$ cat src/rtl/memory_arbiter_if.sv
// RAM status encoding shared by the arbiter and its environment, plus the
// request/response and RAM-side bus bundle the arbiter sits on.
package memory_arbiter_pkg;
  typedef enum logic [1:0] {
    FREE   = 2'd0,
    BUSY   = 2'd1,
    ACCESS = 2'd2,
    ERROR  = 2'd3
  } ramstate_t;
endpackage

interface memory_arbiter_if;
  import memory_arbiter_pkg::*;

  logic        iREN;
  logic [31:0] iaddr;
  logic        dREN;
  logic        dWEN;
  logic [31:0] daddr;
  logic [31:0] dstore;
  logic        ihit;
  logic [31:0] iload;
  logic        dhit;
  logic [31:0] dload;
  logic        ramREN;
  logic        ramWEN;
  logic [31:0] ramaddr;
  logic [31:0] ramstore;
  logic [31:0] ramload;
  ramstate_t   ramstate;
  logic        mem_err;

  // Arbiter side.
  modport slave (
    input  iREN, iaddr, dREN, dWEN, daddr, dstore, ramload, ramstate,
    output ihit, iload, dhit, dload, ramREN, ramWEN, ramaddr, ramstore, mem_err
  );

  // Environment side: datapath requester and RAM model together.
  modport master (
    output iREN, iaddr, dREN, dWEN, daddr, dstore, ramload, ramstate,
    input  ihit, iload, dhit, dload, ramREN, ramWEN, ramaddr, ramstore, mem_err
  );
endinterface

$ cat src/rtl/memory_arbiter.sv
// Single-outstanding-request arbiter between fetch/data request levels and a
// single-ported RAM with variable latency; returns one-cycle hit pulses.
module memory_arbiter #(
  parameter int unsigned TIMEOUT_CYCLES = 255,
  parameter logic [31:0] ERR_WORD       = 32'hBAD1BAD1
) (
  input  logic            CLK,
  input  logic            RST,
  memory_arbiter_if.slave bus
);
  import memory_arbiter_pkg::*;

  localparam logic [7:0] TIMEOUT_LIMIT = 8'(TIMEOUT_CYCLES);

  typedef enum logic [1:0] {IDLE, DACC, IACC, RESP} state_t;

  state_t      state, state_next;
  logic        write_q, write_d;
  logic [31:0] addr_q, addr_d;
  logic [31:0] store_q, store_d;
  logic [7:0]  cnt_q, cnt_d;
  logic        ren_q, ren_d;
  logic        wen_q, wen_d;
  logic        ihit_q, ihit_d;
  logic        dhit_q, dhit_d;
  logic [31:0] iload_q, iload_d;
  logic [31:0] dload_q, dload_d;
  logic        err_q, err_d;
  logic        finish;

  // NOTE: every output is a flop, so strobes and hits never follow the request
  // inputs combinationally; this process only computes next values.
  always_comb begin
    // NOTE: each variable gets a default before the case so no path leaves it
    // unassigned, which would otherwise infer a latch.
    state_next = state;
    write_d    = write_q;
    addr_d     = addr_q;
    store_d    = store_q;
    cnt_d      = cnt_q;
    ren_d      = 1'b0;
    wen_d      = 1'b0;
    ihit_d     = 1'b0;
    dhit_d     = 1'b0;
    iload_d    = iload_q;
    dload_d    = dload_q;
    err_d      = err_q;
    finish     = 1'b0;

    case (state)
      IDLE: begin
        if (bus.dREN || bus.dWEN) begin
          // A simultaneous read and write request is treated as a write.
          state_next = DACC;
          write_d    = bus.dWEN;
          addr_d     = bus.daddr;
          store_d    = bus.dstore;
          wen_d      = bus.dWEN;
          ren_d      = ~bus.dWEN;
          cnt_d      = 8'd0;
        end else if (bus.iREN) begin
          state_next = IACC;
          write_d    = 1'b0;
          addr_d     = bus.iaddr;
          ren_d      = 1'b1;
          cnt_d      = 8'd0;
        end
      end

      DACC, IACC: begin
        if (bus.ramstate == ACCESS) begin
          finish = 1'b1;
          if (state == IACC)  iload_d = bus.ramload;
          else if (!write_q)  dload_d = bus.ramload;
        end else if (cnt_q == TIMEOUT_LIMIT) begin
          finish = 1'b1;
          err_d  = 1'b1;
          if (state == IACC)  iload_d = ERR_WORD;
          else if (!write_q)  dload_d = ERR_WORD;
        end else begin
          // FREE, BUSY and ERROR all hold the access; ERROR acts as a retry.
          cnt_d = cnt_q + 8'd1;
          ren_d = ren_q;
          wen_d = wen_q;
        end

        if (finish) begin
          state_next = RESP;
          ihit_d     = (state == IACC);
          dhit_d     = (state == DACC);
        end
      end

      RESP:    state_next = IDLE;
      default: state_next = IDLE;
    endcase
  end

  // NOTE: sequential state uses non-blocking assignments so every flop samples
  // the values from before this edge, independent of statement order.
  always_ff @(posedge CLK) begin
    if (RST) begin
      state   <= IDLE;
      write_q <= 1'b0;
      addr_q  <= '0;
      store_q <= '0;
      cnt_q   <= '0;
      ren_q   <= 1'b0;
      wen_q   <= 1'b0;
      ihit_q  <= 1'b0;
      dhit_q  <= 1'b0;
      iload_q <= '0;
      dload_q <= '0;
      err_q   <= 1'b0;
    end else begin
      state   <= state_next;
      write_q <= write_d;
      addr_q  <= addr_d;
      store_q <= store_d;
      cnt_q   <= cnt_d;
      ren_q   <= ren_d;
      wen_q   <= wen_d;
      ihit_q  <= ihit_d;
      dhit_q  <= dhit_d;
      iload_q <= iload_d;
      dload_q <= dload_d;
      err_q   <= err_d;
    end
  end

  assign bus.ramREN   = ren_q;
  assign bus.ramWEN   = wen_q;
  assign bus.ramaddr  = addr_q;
  assign bus.ramstore = store_q;
  assign bus.ihit     = ihit_q;
  assign bus.dhit     = dhit_q;
  assign bus.iload    = iload_q;
  assign bus.dload    = dload_q;
  assign bus.mem_err  = err_q;
endmodule

$ cat src/flat_wrapper.sv
// flat-port wrapper written by rule: the top's interface ports become plain ports
module memory_arbiter_flat import memory_arbiter_pkg::*;
#(
  parameter int unsigned TIMEOUT_CYCLES = 255,
  parameter logic [31:0] ERR_WORD       = 32'hBAD1BAD1
)
  (CLK, RST, bus_iREN, bus_iaddr, bus_dREN, bus_dWEN, bus_daddr, bus_dstore, bus_ramload, bus_ramstate, bus_ihit, bus_iload, bus_dhit, bus_dload, bus_ramREN, bus_ramWEN, bus_ramaddr, bus_ramstore, bus_mem_err);
  memory_arbiter_if bus_i ();
  input  logic CLK;
  input  logic RST;
  input wire logic [$bits(bus_i.iREN)-1:0] bus_iREN;
  input wire logic [$bits(bus_i.iaddr)-1:0] bus_iaddr;
  input wire logic [$bits(bus_i.dREN)-1:0] bus_dREN;
  input wire logic [$bits(bus_i.dWEN)-1:0] bus_dWEN;
  input wire logic [$bits(bus_i.daddr)-1:0] bus_daddr;
  input wire logic [$bits(bus_i.dstore)-1:0] bus_dstore;
  input wire logic [$bits(bus_i.ramload)-1:0] bus_ramload;
  input wire logic [$bits(bus_i.ramstate)-1:0] bus_ramstate;
  output wire logic [$bits(bus_i.ihit)-1:0] bus_ihit;
  output wire logic [$bits(bus_i.iload)-1:0] bus_iload;
  output wire logic [$bits(bus_i.dhit)-1:0] bus_dhit;
  output wire logic [$bits(bus_i.dload)-1:0] bus_dload;
  output wire logic [$bits(bus_i.ramREN)-1:0] bus_ramREN;
  output wire logic [$bits(bus_i.ramWEN)-1:0] bus_ramWEN;
  output wire logic [$bits(bus_i.ramaddr)-1:0] bus_ramaddr;
  output wire logic [$bits(bus_i.ramstore)-1:0] bus_ramstore;
  output wire logic [$bits(bus_i.mem_err)-1:0] bus_mem_err;
  assign bus_i.iREN = bus_iREN;
  assign bus_i.iaddr = bus_iaddr;
  assign bus_i.dREN = bus_dREN;
  assign bus_i.dWEN = bus_dWEN;
  assign bus_i.daddr = bus_daddr;
  assign bus_i.dstore = bus_dstore;
  assign bus_i.ramload = bus_ramload;
  assign bus_i.ramstate = bus_ramstate;
  assign bus_ihit = bus_i.ihit;
  assign bus_iload = bus_i.iload;
  assign bus_dhit = bus_i.dhit;
  assign bus_dload = bus_i.dload;
  assign bus_ramREN = bus_i.ramREN;
  assign bus_ramWEN = bus_i.ramWEN;
  assign bus_ramaddr = bus_i.ramaddr;
  assign bus_ramstore = bus_i.ramstore;
  assign bus_mem_err = bus_i.mem_err;
  memory_arbiter #(.TIMEOUT_CYCLES(TIMEOUT_CYCLES), .ERR_WORD(ERR_WORD)) u_core (.CLK(CLK), .RST(RST), .bus(bus_i));
endmodule
$ cat config.mk
export PLATFORM = sky130hd
export DESIGN_NAME = memory_arbiter_flat
export DESIGN_NICKNAME = d
export VERILOG_FILES = /design/src/rtl/memory_arbiter_if.sv /design/src/rtl/memory_arbiter.sv /design/src/flat_wrapper.sv
export SDC_FILE = /design/constraint.sdc
export NUM_CORES = 1
export LEC_CHECK = 0
export ABC_AREA = 1
export CORE_AREA = 3 3 125 127
export DETAILED_ROUTE_END_ITERATION = 10
export DIE_AREA = 0 0 128 130
export PLACE_DENSITY = 0.79
export SYNTH_ARGS = -nofsm -noshare
export SYNTH_HDL_FRONTEND = slang
export SYNTH_SLANG_ARGS = --single-unit
$ cat constraint.sdc
create_clock -name CLK -period 2 [get_ports CLK]
set_clock_uncertainty 0.15 [all_clocks]
set_input_delay 0.4 -clock CLK [delete_from_list [all_inputs] [get_ports CLK]]
set_output_delay 0.4 -clock CLK [all_outputs]
set_load 0.02 [all_outputs]
==> flow_metrics.py <==
metrics = {
    "logic_synthesis": {
        "yosys_most_used_dff": "dfxtp_1",
        "synthCells": 862,
        "ys_seq_area_share_pct": 47.1,
        "synth_edf_count": 0,
        "synth_seq_cells": 144,
        "syn-cell-area_um2": 6120,
        "synth_cell_type_count": 24,
        "synth_nets": 1004,
        "yosysWarnings": 0,
        "synth-async-reset-ratio_pct": 0,
        "syn_avg_cell_area_um2": 7.10,
    },
    "route": {
        "wl_per_cell_um": 14.2,
        "drt_wl_total_um": 18700,
        "firstDrtPassIters": 4,
        "vias_per_cell": 4.92,
        "antenna_left": 0,
        "drt_iter0_markers": 369,
        "vias": 6475,
        "drc": 0,
    },
    "critical_path": {
        "worstSetupStartpointType": "flop",
        "crit_buf_inv": 1,
        "crit_path_end_kind": "primary output",
        "path_cells": "clkdlybuf4s50_1",
        "cpPeakStageDelay_ps": 650,
        "critical_path_required_ps": 1450,
        "crit_fanout": 2,
        "setup.worst_path.class": "flop to primary output",
        "cp_top_family": "buffers and inverters",
        "slowest_stage": "clkdlybuf4s50_1",
        "arrival_ps": 1420,
    },
    "layout": {
        "fill_cells": 1220,
        "diodes": 0,
        "final_util_pct": 66.5,
        "drive_gt1_share_pct": 7.07,
        "syn_to_final_growth_pct": 57.9,
        "fin_nets": 1262,
    },
    "timing": {
        "drv_slew": 0,
        "setup_violations": 0,
        "setup_ws_ps": 32.9,
        "fmax_mhz": 508,
        "rsz0062_at_grt": "false",
        "setup-tns-final_ps": 0,
        "hold-worst-slack_ps": 314,
        "worst_slew_pin_slew_ps": 336,
        "final-hold-violation-count": 0,
        "slew_headroom_pct": 77.7,
        "min_period_ps": 1970,
        "min_period_over_period_pct": 98.4,
    },
    "clock_tree": {
        "clockBufferDepth": 2,
        "cts.sinks": 144,
        "cts_resized": 1,
        "clockRootBuffer": "clkbuf_16",
        "clock_latency_ps": 410,
        "cts_buffers": 17,
        "h-tree-depth": 4,
        "cts_hold_buf": 0,
        "cts_tree": "built",
        "postCtsSetupBuffers": 0,
        "clkTransAtPathRegs_ps": 60,
    },
    "pwr": {
        "ir_drop_mv": 0.668,
        "total_power_uw": 12000,
        "pwr_density_cell_nw_per_um2": 1250,
        "p_leak_uw": 0.00397,
    },
    "grt": {
        "grt_use_total_pct": 21.5,
        "grt_first_pass_wirelength_um": 28800,
        "grt_pass1_vias": 5938,
        "grt_max_degree": 65,
        "grt.overflow.total": 0,
        "antenna_found_initial": 0,
    },
    "floorplanning": {
        "die_w_um": 128,
        "die-area_um2": 16600,
        "core-area_um2": 14500,
        "die_h_um": 130,
        "initial_core_util_pct": 42.1,
        "num_io_pins": 268,
        "rows": 44,
    },
    "placed_design": {
        "io_buffers": 267,
        "place.detailed.hpwl_um": 13500,
        "gp_congestion": 0.822,
        "post-place-ws_ps": -67.7,
    },
    "outcome": {
        "status": "finished, final reports clean",
    },
    "run": {
        "drv_cap": 0,
    },
    "min_path": {
        "min_path_type": "flop to flop",
    },
}
[metrics by stage]
stage                     cell area, um^2  instances
after floorplan                      6120        862
after global placement               9100       1285
after detailed placement             9100       1285
after CTS                            9640       1316
after global routing                 9660       1316
final                                9660       1316
[state kept, by name, indices dropped and copies added, names as in the netlist]
name and flops:
u_core.bus.dload 32, u_core.bus.iload 32, u_core.bus.ramaddr 32, u_core.bus.ramstore 32, u_core.cnt_q 8, u_core.state 2, u_core.bus.dhit 1, u_core.bus.ihit 1
u_core.bus.mem_err 1, u_core.bus.ramREN 1, u_core.bus.ramWEN 1, u_core.write_q 1
[where the power goes]
part | total (uW) | switching (uW) | internal (uW)
combinational | 5210 | 2970 | 2240
clock | 2940 | 1240 | 1700
sequential | 3900 | 344 | 3550
[final cells by class]
class | count | area [um^2] | area share, %
Tap cell | 184 | 230 | 2.38
Clock inverter | 13 | 116 | 1.20
Sequential cell | 144 | 2880 | 29.9
Multi-Input combinational cell | 617 | 2790 | 28.8
Inverter | 39 | 149 | 1.54
Timing Repair Buffer | 301 | 3070 | 31.7
Clock buffer | 18 | 429 | 4.44
[kinds of logic (layout without fill, tap and decap cells)]
kind of cell | Yosys count | in the layout | synth area share, %
fa+ha+maj | 7 | 7 | 1.43
simple gates | 448 | 448 | 29.5
buf+inv | 101 | 371 | 7.93
flops | 144 | 144 | 47.1
compound gates | 162 | 162 | 14.0
[path summary, 6_finish.rpt]
path | startpoint | endpoint | slack [ps] | cells past startpoint
worst max-delay path | u_core.bus.iload[18] | bus_iload[18] | 30 | 1
worst min-delay path | u_core.bus.iload[31] | u_core.bus.iload[31] | 310 | 2
worst min register to register | u_core.bus.iload[31] | u_core.bus.iload[31] | 310 | 2
worst max register to register | u_core.cnt_q[1] | u_core.bus.iload[14] | 130 | 9
[cell usage after synthesis, types with 3 or more instances]
cell type | n | share of area, %
dfxtp_1 | 144 | 47
a31oi_1 | 32 | 3.3
a21oi_1 | 56 | 4.6
nand2_1 | 182 | 11
o21ai_0 | 72 | 5.9
nand3_1 | 59 | 4.8
nor2_1 | 194 | 12
buf_2 | 18 | 1.5
buf_1 | 8 | 0.49
buf_6 | 11 | 2.0
ha_1 | 7 | 1.4
nand2_2 | 3 | 0.31
inv_1 | 38 | 2.3
clkbuf_1 | 25 | 1.5
nand4_1 | 4 | 0.41
[layout by cell type, fill, tap and decap left out, drive strengths merged]
| cell type | count |
|---|---|
| dlygate4sd2 | 1 |
| clkdlybuf4s50 | 265 |
| dlymetal6s2s | 1 |
| buf | 34 |
| clkinv | 7 |
| nand4 | 4 |
| nand2 | 185 |
| nor3 | 1 |
| clkbuf | 18 |
| a21oi | 57 |
| nand3 | 61 |
| bufinv | 1 |
| inv | 39 |
| nor2 | 196 |
| a31oi | 32 |
| o21ai | 72 |
| clkinvlp | 5 |
| dfxtp | 144 |
| o21a | 1 |
| ha | 7 |
| or2 | 1 |
[layer usage]
layer / vias to the layer above / share of wire (%) / GRT usage, %
met5: - / 0 / 0
met4: 0 / 2.7 / 8.74
met3: 39 / 9.3 / 7.65
met2: 271 / 48 / 36.2
met1: 2866 / 41 / 25.1
li1: 3299 / - / -
Power figures use the tool's default switching activity.
